**src/rtl/regfile_wb_arbiter.sv**
```systemverilog
// Register-file writeback arbiter: clears x0..x31 after reset, then
// round-robin arbitrates two writeback requesters onto one write port.
//
// Ports:
//   clk, rst                 clock, synchronous active-high reset
//   a_valid/a_rd/a_data      requester A (ALU writeback) request
//   a_ready                  A accepted this cycle (combinational)
//   b_valid/b_rd/b_data      requester B (load writeback) request
//   b_ready                  B accepted this cycle (combinational)
//   regwrite/writereg/writedata  registered register-file write port
//   init_done                high once the clear sequence has finished
module regfile_wb_arbiter #(
    parameter int NREGS = 32
) (
    input  logic        clk,
    input  logic        rst,
    input  logic        a_valid,
    input  logic [4:0]  a_rd,
    input  logic [31:0] a_data,
    output logic        a_ready,
    input  logic        b_valid,
    input  logic [4:0]  b_rd,
    input  logic [31:0] b_data,
    output logic        b_ready,
    output logic        regwrite,
    output logic [4:0]  writereg,
    output logic [31:0] writedata,
    output logic        init_done
);

    typedef enum logic {
        S_INIT = 1'b0,
        S_RUN  = 1'b1
    } state_e;

    localparam logic [4:0] LAST = 5'(NREGS - 1);

    state_e      state_q, state_d;
    logic [4:0]  cnt_q, cnt_d;
    logic        ptr_q, ptr_d;       // 0: A has priority, 1: B has priority
    logic        regwrite_q, regwrite_d;
    logic [4:0]  writereg_q, writereg_d;
    logic [31:0] writedata_q, writedata_d;
    logic        init_done_q, init_done_d;
    logic        a_gnt, b_gnt;

    always_comb begin
        state_d     = state_q;
        cnt_d       = cnt_q;
        ptr_d       = ptr_q;
        regwrite_d  = 1'b0;
        writereg_d  = writereg_q;
        writedata_d = writedata_q;
        init_done_d = init_done_q;
        a_gnt       = 1'b0;
        b_gnt       = 1'b0;

        case (state_q)
            S_INIT: begin
                regwrite_d  = 1'b1;
                writereg_d  = cnt_q;
                writedata_d = '0;
                cnt_d       = cnt_q + 5'd1;
                if (cnt_q == LAST) begin
                    state_d     = S_RUN;
                    init_done_d = 1'b1;
                end
            end
            S_RUN: begin
                // Readies are combinational, so gate them with rst to keep
                // a request from handshaking while the block is being reset.
                if (!rst) begin
                    a_gnt = a_valid && (!b_valid || !ptr_q);
                    b_gnt = b_valid && (!a_valid || ptr_q);
                end
                if (a_gnt) begin
                    ptr_d      = 1'b1;
                    regwrite_d = (a_rd != 5'd0);
                    if (a_rd != 5'd0) begin
                        writereg_d  = a_rd;
                        writedata_d = a_data;
                    end
                end else if (b_gnt) begin
                    ptr_d      = 1'b0;
                    regwrite_d = (b_rd != 5'd0);
                    if (b_rd != 5'd0) begin
                        writereg_d  = b_rd;
                        writedata_d = b_data;
                    end
                end
            end
            default: begin
                state_d = S_INIT;
            end
        endcase
    end

    always_ff @(posedge clk) begin
        if (rst) begin
            state_q     <= S_INIT;
            cnt_q       <= '0;
            ptr_q       <= 1'b0;
            regwrite_q  <= 1'b0;
            writereg_q  <= '0;
            writedata_q <= '0;
            init_done_q <= 1'b0;
        end else begin
            state_q     <= state_d;
            cnt_q       <= cnt_d;
            ptr_q       <= ptr_d;
            regwrite_q  <= regwrite_d;
            writereg_q  <= writereg_d;
            writedata_q <= writedata_d;
            init_done_q <= init_done_d;
        end
    end

    assign a_ready   = a_gnt;
    assign b_ready   = b_gnt;
    assign regwrite  = regwrite_q;
    assign writereg  = writereg_q;
    assign writedata = writedata_q;
    assign init_done = init_done_q;

endmodule
```
**config.mk**
```make
export PLATFORM = sky130hd
export DESIGN_NAME = regfile_wb_arbiter
export DESIGN_NICKNAME = d
export VERILOG_FILES = /design/src/rtl/regfile_wb_arbiter.sv
export SDC_FILE = /design/constraint.sdc
export NUM_CORES = 1
export LEC_CHECK = 0
export CAP_MARGIN = 20
export CORE_MARGIN = 2
export CORE_UTILIZATION = 44
export DETAILED_ROUTE_END_ITERATION = 8
export PLACE_DENSITY = 0.86
export SLEW_MARGIN = 15
export SYNTH_ARGS = -nofsm -noshare
export SYNTH_HDL_FRONTEND = slang
export SYNTH_SLANG_ARGS = --single-unit
```
**constraint.sdc**
```tcl
create_clock -name clk -period 3.06 [get_ports clk]
set_input_delay 0.306 -clock clk [delete_from_list [all_inputs] [get_ports clk]]
set_output_delay 0.306 -clock clk [all_outputs]
set_load 0.005 [all_outputs]
```
# Yosys cells after proc, flatten, opt, wreduce, memory -nomap -nowiden
# Index checks and enable logic that the tools add are counted.
[totals]
register_bits = 46
in_bits = 78
out_inout_bits = 41
word_cells = 49
[classes]
n_addsub = 1
n_eq_ne = 4
muxes = 23
bitwise = 1
reduce_logical = 13
[ops]
columns = ["cell", "n"]
rows = [
  ["$mux W32", 4],
  ["$pmux W32 S2", 1],
  ["$mux W5", 4],
  ["$mux W1", 12],
  ["$pmux W5 S2", 1],
  ["$reduce_bool A5 Y1", 2],
  ["$ne A3 B1 Y1 const B", 2],
  ["$add A5 B1 Y5 const B", 1],
  ["$eq A5 B5 Y1 const B", 1],
  ["$reduce_and A2 Y1", 2],
  ["$logic_not A1 Y1", 3],
  ["$ne A3 B2 Y1 const B", 1],
  ["$reduce_and A3 Y1", 1],
  ["$logic_and A1 B1 Y1", 2],
  ["$logic_or A1 B1 Y1", 2],
  ["$pmux W1 S2", 1],
  ["$reduce_bool A2 Y1", 1],
  ["$not A1 Y1", 1],
]

# Logic depth before layout (Yosys ltp)
[depth]
word_depth = 8
ltp_mapped = 9
mapped_depth_nobuf = 5

# Worst setup path after synthesis
# Ideal clock, no wire load.
[synth_path]
path_kind = "input port to flip-flop"
from = "input a_rd[3]"
to = "register writedata_q[0], in the netlist writedata[0]"
setup_ps = 89
arrival_ps = 1795
required_time_ps = 2971
setup_slack_ps = 1176
stages = 7
path_buffers = 3
path_cell_list = "or4_1 o211a_1 buf_6 or2_1 buf_6 buf_6 a311oi_2"
[synth_via]
elab_chain_cells = 3
[synth_rtl]
columns = ["item", "line", "text"]
rows = [
  ["from (decl)", "18", "input logic [4:0] a_rd,"],
  ["$reduce_bool A5 Y1", "79", "if (a_rd != 5'd0) begin"],
  ["$ne A3 B2 Y1 (no line)", "--", ""],
  ["$reduce_and A3 Y1 (no line)", "--", ""],
  ["to (signal assigned)", "113", "writedata_q <= writedata_d;"],
  ["to (decl)", "43", "logic [31:0] writedata_q, writedata_d;"],
]
# No other way between the ends.
# A chain may end at the register's enable or synchronous reset.

# Worst setup path after layout
[layout_path]
from = "input a_rd[3]"
to = "register writedata_q[2], in the netlist writedata[2]"
# Same word-level chain as after synthesis.

==> results summary <==
The run finished with clean final reports. The number of buffers added on ports is 118. The number of setup violations in the final report came out at 0.

Summed over all layers, the routed wires come to 7670 um. The worst setup path is of the in -> reg kind. The number of placement rows came out at 27. The area of the die came out at 6170 um2. The net total in the final layout is 465. Clock-pin slew was measured on the worst setup and hold paths at 0.09 ns. The TritonCTS clock tree is yes.

Measured against the total synthesized area, the mux share comes to 0.818%. The max-slew violation total from the final report is 0. The share of synthesized cell area in full adder, half adder and majority cells came out at 1.02%. The static power due to leakage came out at 1.28 nW.

The wire-length estimate of the detail-placed layout is 5290 um. The post-detailed-route wirelength per cell came out at 16.8 um. Data on the critical path is required at its endpoint by 3.27 ns.

The max-slew headroom at the worst pin came out at 37.6%. The worst voltage drop across the vdd grid is 0.324 mV. The worst path arrival time is 2.58 ns. After synthesis, the largest family of logic cells by area is simple AND/OR/NAND/NOR gates. The post-route fraction of the period consumed by the critical path is 77.5%. The die is 78.6 um wide. On the critical path, the stage with the largest delay is an instance of sky130_fd_sc_hd__or2_2.

The maximum number of pins on one net before global-route repair is 38. The achievable frequency is 422 MHz. The global-route wire length before repair is 12400 um.

On the critical path the largest part of the delay comes from simple AND/OR/NAND/NOR gates. The insertion delay to the later sink of the worst-skew pair came out at 0.30 ns. The signal on the critical path passes through clkdlybuf4s50_1, or4_1, o211a_1, or2_2, a311oi_1. The weighted congestion reported at the end of routability-driven placement is 0.829. The share of synthesized registers carrying an async set or reset is 0%.

The count of buffering cells on the critical path with inverters included came out at 1. The master cell of the clock root buffer is sky130_fd_sc_hd__clkbuf_8. The clock arrives with 0.0101 ns of skew. The count of synthesis-stage warnings from yosys came out at 0.

After synthesis the cells add up to 2450 um2. The number of antenna diodes in the final layout is 0. The post-synthesis simple-gate area fraction came out at 28.5%. The initial antenna violation count is 0. After detailed placement, the design holds a cell count of 450. Power spread over the standard cell area amounts to 352 nW/um2. Before antenna repair, the detailed router went through 4 iterations.

The worst-case clock buffer depth came out at 2. The aggregate negative setup slack came out at 0 ns. In the layout the commonest cells are sky130_fd_sc_hd__clkdlybuf4s50_1 (118), sky130_fd_sc_hd__dfxtp_1 (46), sky130_fd_sc_hd__nand2_1 (38). The proportion of layout cells with a drive suffix above 1 is 13.0%. In this run the post-CTS setup repair buffer count came out at 0. The part of the Yosys area used for sequential elements came out at 37.6%. The class of the worst hold path is reg -> reg. The number of vias after detailed routing came out at 2663. The remaining number of nets flagged by the antenna check after routing is 0. Once layout is complete, the cells apart from fillers number 457. The height of the die came out at 78.6 um. From synthesis to final layout, the design area changed by 53.8%.

Max-cap violations in this run came to 0. The hold violation count in the final report was 0. The via count of the first global-routing pass came out at 2614.

After clock tree synthesis, the flow added hold-fix buffers numbering 0. Setup repair after global routing left no endpoint under its margin. After the first detailed-routing iteration, the DRC count stood at 115. In this run, synthesis produced a sequential element count of 46. The number of nets in the synthesized netlist is 360. The clock net sink count came out at 46. Dividing the detail-routed via count by the number of cells gives 5.83. Global routing finished with a remaining overflow of 0. The clock tree synthesis step divided the H-tree into 2 levels. The commonest non-fill, non-tap cell in the layout is sky130_fd_sc_hd__clkdlybuf4s50_1. The kind of end point of the critical path is a flip-flop. During I/O placement, the number of pins put on the boundary was 119. On the worst path, the slowest cell contributes a delay of 0.63 ns. The largest driver fanout on the critical path is 32. The most used flip-flop cell after synthesis is sky130_fd_sc_hd__dfxtp_1. The fraction of the mapped netlist area in compound gates is 24.3%.

The worst setup path is launched from an input pin. Buffers inserted during clock tree synthesis total 5. Subtracting the final worst setup slack from the clock period gives 2.37 ns. The global-route usage over all layers came out at 24.8%.

The actual slew at the worst max-slew pin came out at 0.936 ns. In this run, post-CTS repair resized a total of 0 instances. The number of flops mapped to enable cells by yosys is 0. The xor/xnor share of the synthesized area is 1.07%.

The instance count of the mapped netlist is 280. The starting density of the core is 45.0%. The distinct cell type count after synthesis came out at 30. The post-synthesis area per instance came out at 8.74 um2. For this run, design rule violations remaining after detail routing come to 0. The area of the core region came out at 5440 um2.
==> cells by family (layout without fill, tap and decap cells) <==
group,count (synthesis),count (layout)
AO/OA/AOI/OAI,47,47
XOR/XNOR,3,3
adder cells (fa/ha/maj),2,2
buffers and inverters,33,138
flip-flops,46,46
multiplexers,2,2
AND/OR/NAND/NOR,147,147
==> power by group <==
part	internal, mW	switching [mW]	total [mW]
registers	0.604	0.00535	0.610
logic	0.129	0.122	0.252
clock network	0.262	0.202	0.464
total	0.995	0.330	1.33
==> cells in the mapped netlist, types with 4 or more instances <==
library cell / n / area (um2)
sky130_fd_sc_hd__inv_1: 4 / 15.0
sky130_fd_sc_hd__nand2_1: 39 / 146
sky130_fd_sc_hd__nor4_1: 10 / 62.6
sky130_fd_sc_hd__dfxtp_1: 46 / 921
sky130_fd_sc_hd__nor3_1: 36 / 180
sky130_fd_sc_hd__clkbuf_1: 23 / 86.3
sky130_fd_sc_hd__nor2_1: 17 / 63.8
sky130_fd_sc_hd__or4_1: 4 / 30.0
sky130_fd_sc_hd__nand3_1: 33 / 165
sky130_fd_sc_hd__buf_6: 5 / 56.3
sky130_fd_sc_hd__a311oi_2: 30 / 450
==> worst min-delay path, delay by kind of cell, from the launching register on <==
kind            cells  cell delay, ns
simple gates        1            0.07
compound gates      1            0.04
flops               1            0.33
==> through the flow <==
| stage | area (um2) | utilization, % | total power, mW | worst slack, ns | hold slack (ns) |
|---|---|---|---|---|---|
| 3_5_place_dp | 3650 | 67.1 | 0.873 | 0.415 | 0.461 |
| 6_report | 3760 | 69.2 | 1.33 | 0.688 | 0.478 |
| 4_1_cts | 3760 | 69.2 | 1.33 | 0.716 | 0.479 |
| 2_1_floorplan | 2450 | - | 0.741 | 1.18 | 0.460 |
| 5_1_grt | 3760 | 69.2 | 1.38 | 0.583 | 0.500 |
| 3_3_place_gp | 3650 | 67.1 | 0.867 | 0.475 | 0.451 |
==> path summary, 6_finish.rpt <==
path         startpoint      endpoint  slack [ns]  cells after the start
max             a_rd[3]  writedata[2]        0.69                      5
min           init_done     init_done        0.48                      2
max reg2reg       ptr_q  writedata[2]        1.11                      4
min reg2reg   init_done     init_done        0.48                      2
==> routing by layer <==
layer | track usage (%) | up-vias | wire [um]
li1 | - | 1259 | -
met1 | 31.3 | 1259 | 3250
met2 | 43.0 | 133 | 3800
met3 | 5.29 | 12 | 523
met4 | 6.32 | 0 | 97
met5 | 0 | - | 0
==> sequential cells by signal (all words and copies together) (netlist names) <==
| name | flops |
|---|---|
| writedata | 32 |
| regwrite | 1 |
| writereg | 5 |
| cnt_q | 5 |
| state_q | 1 |
| ptr_q | 1 |
| init_done | 1 |
==> cell type report <==
type / instances / area (um2)
clock inverter: 1 / 30.0
multi-input combinational: 201 / 1380
sequential: 46 / 921
inverter: 4 / 15.0
timing repair buffer: 127 / 1250
fill: 438 / 1670
clock buffer: 6 / 82.6
tap: 72 / 90.1
Note: power is estimated with default switching activity, not from simulation.
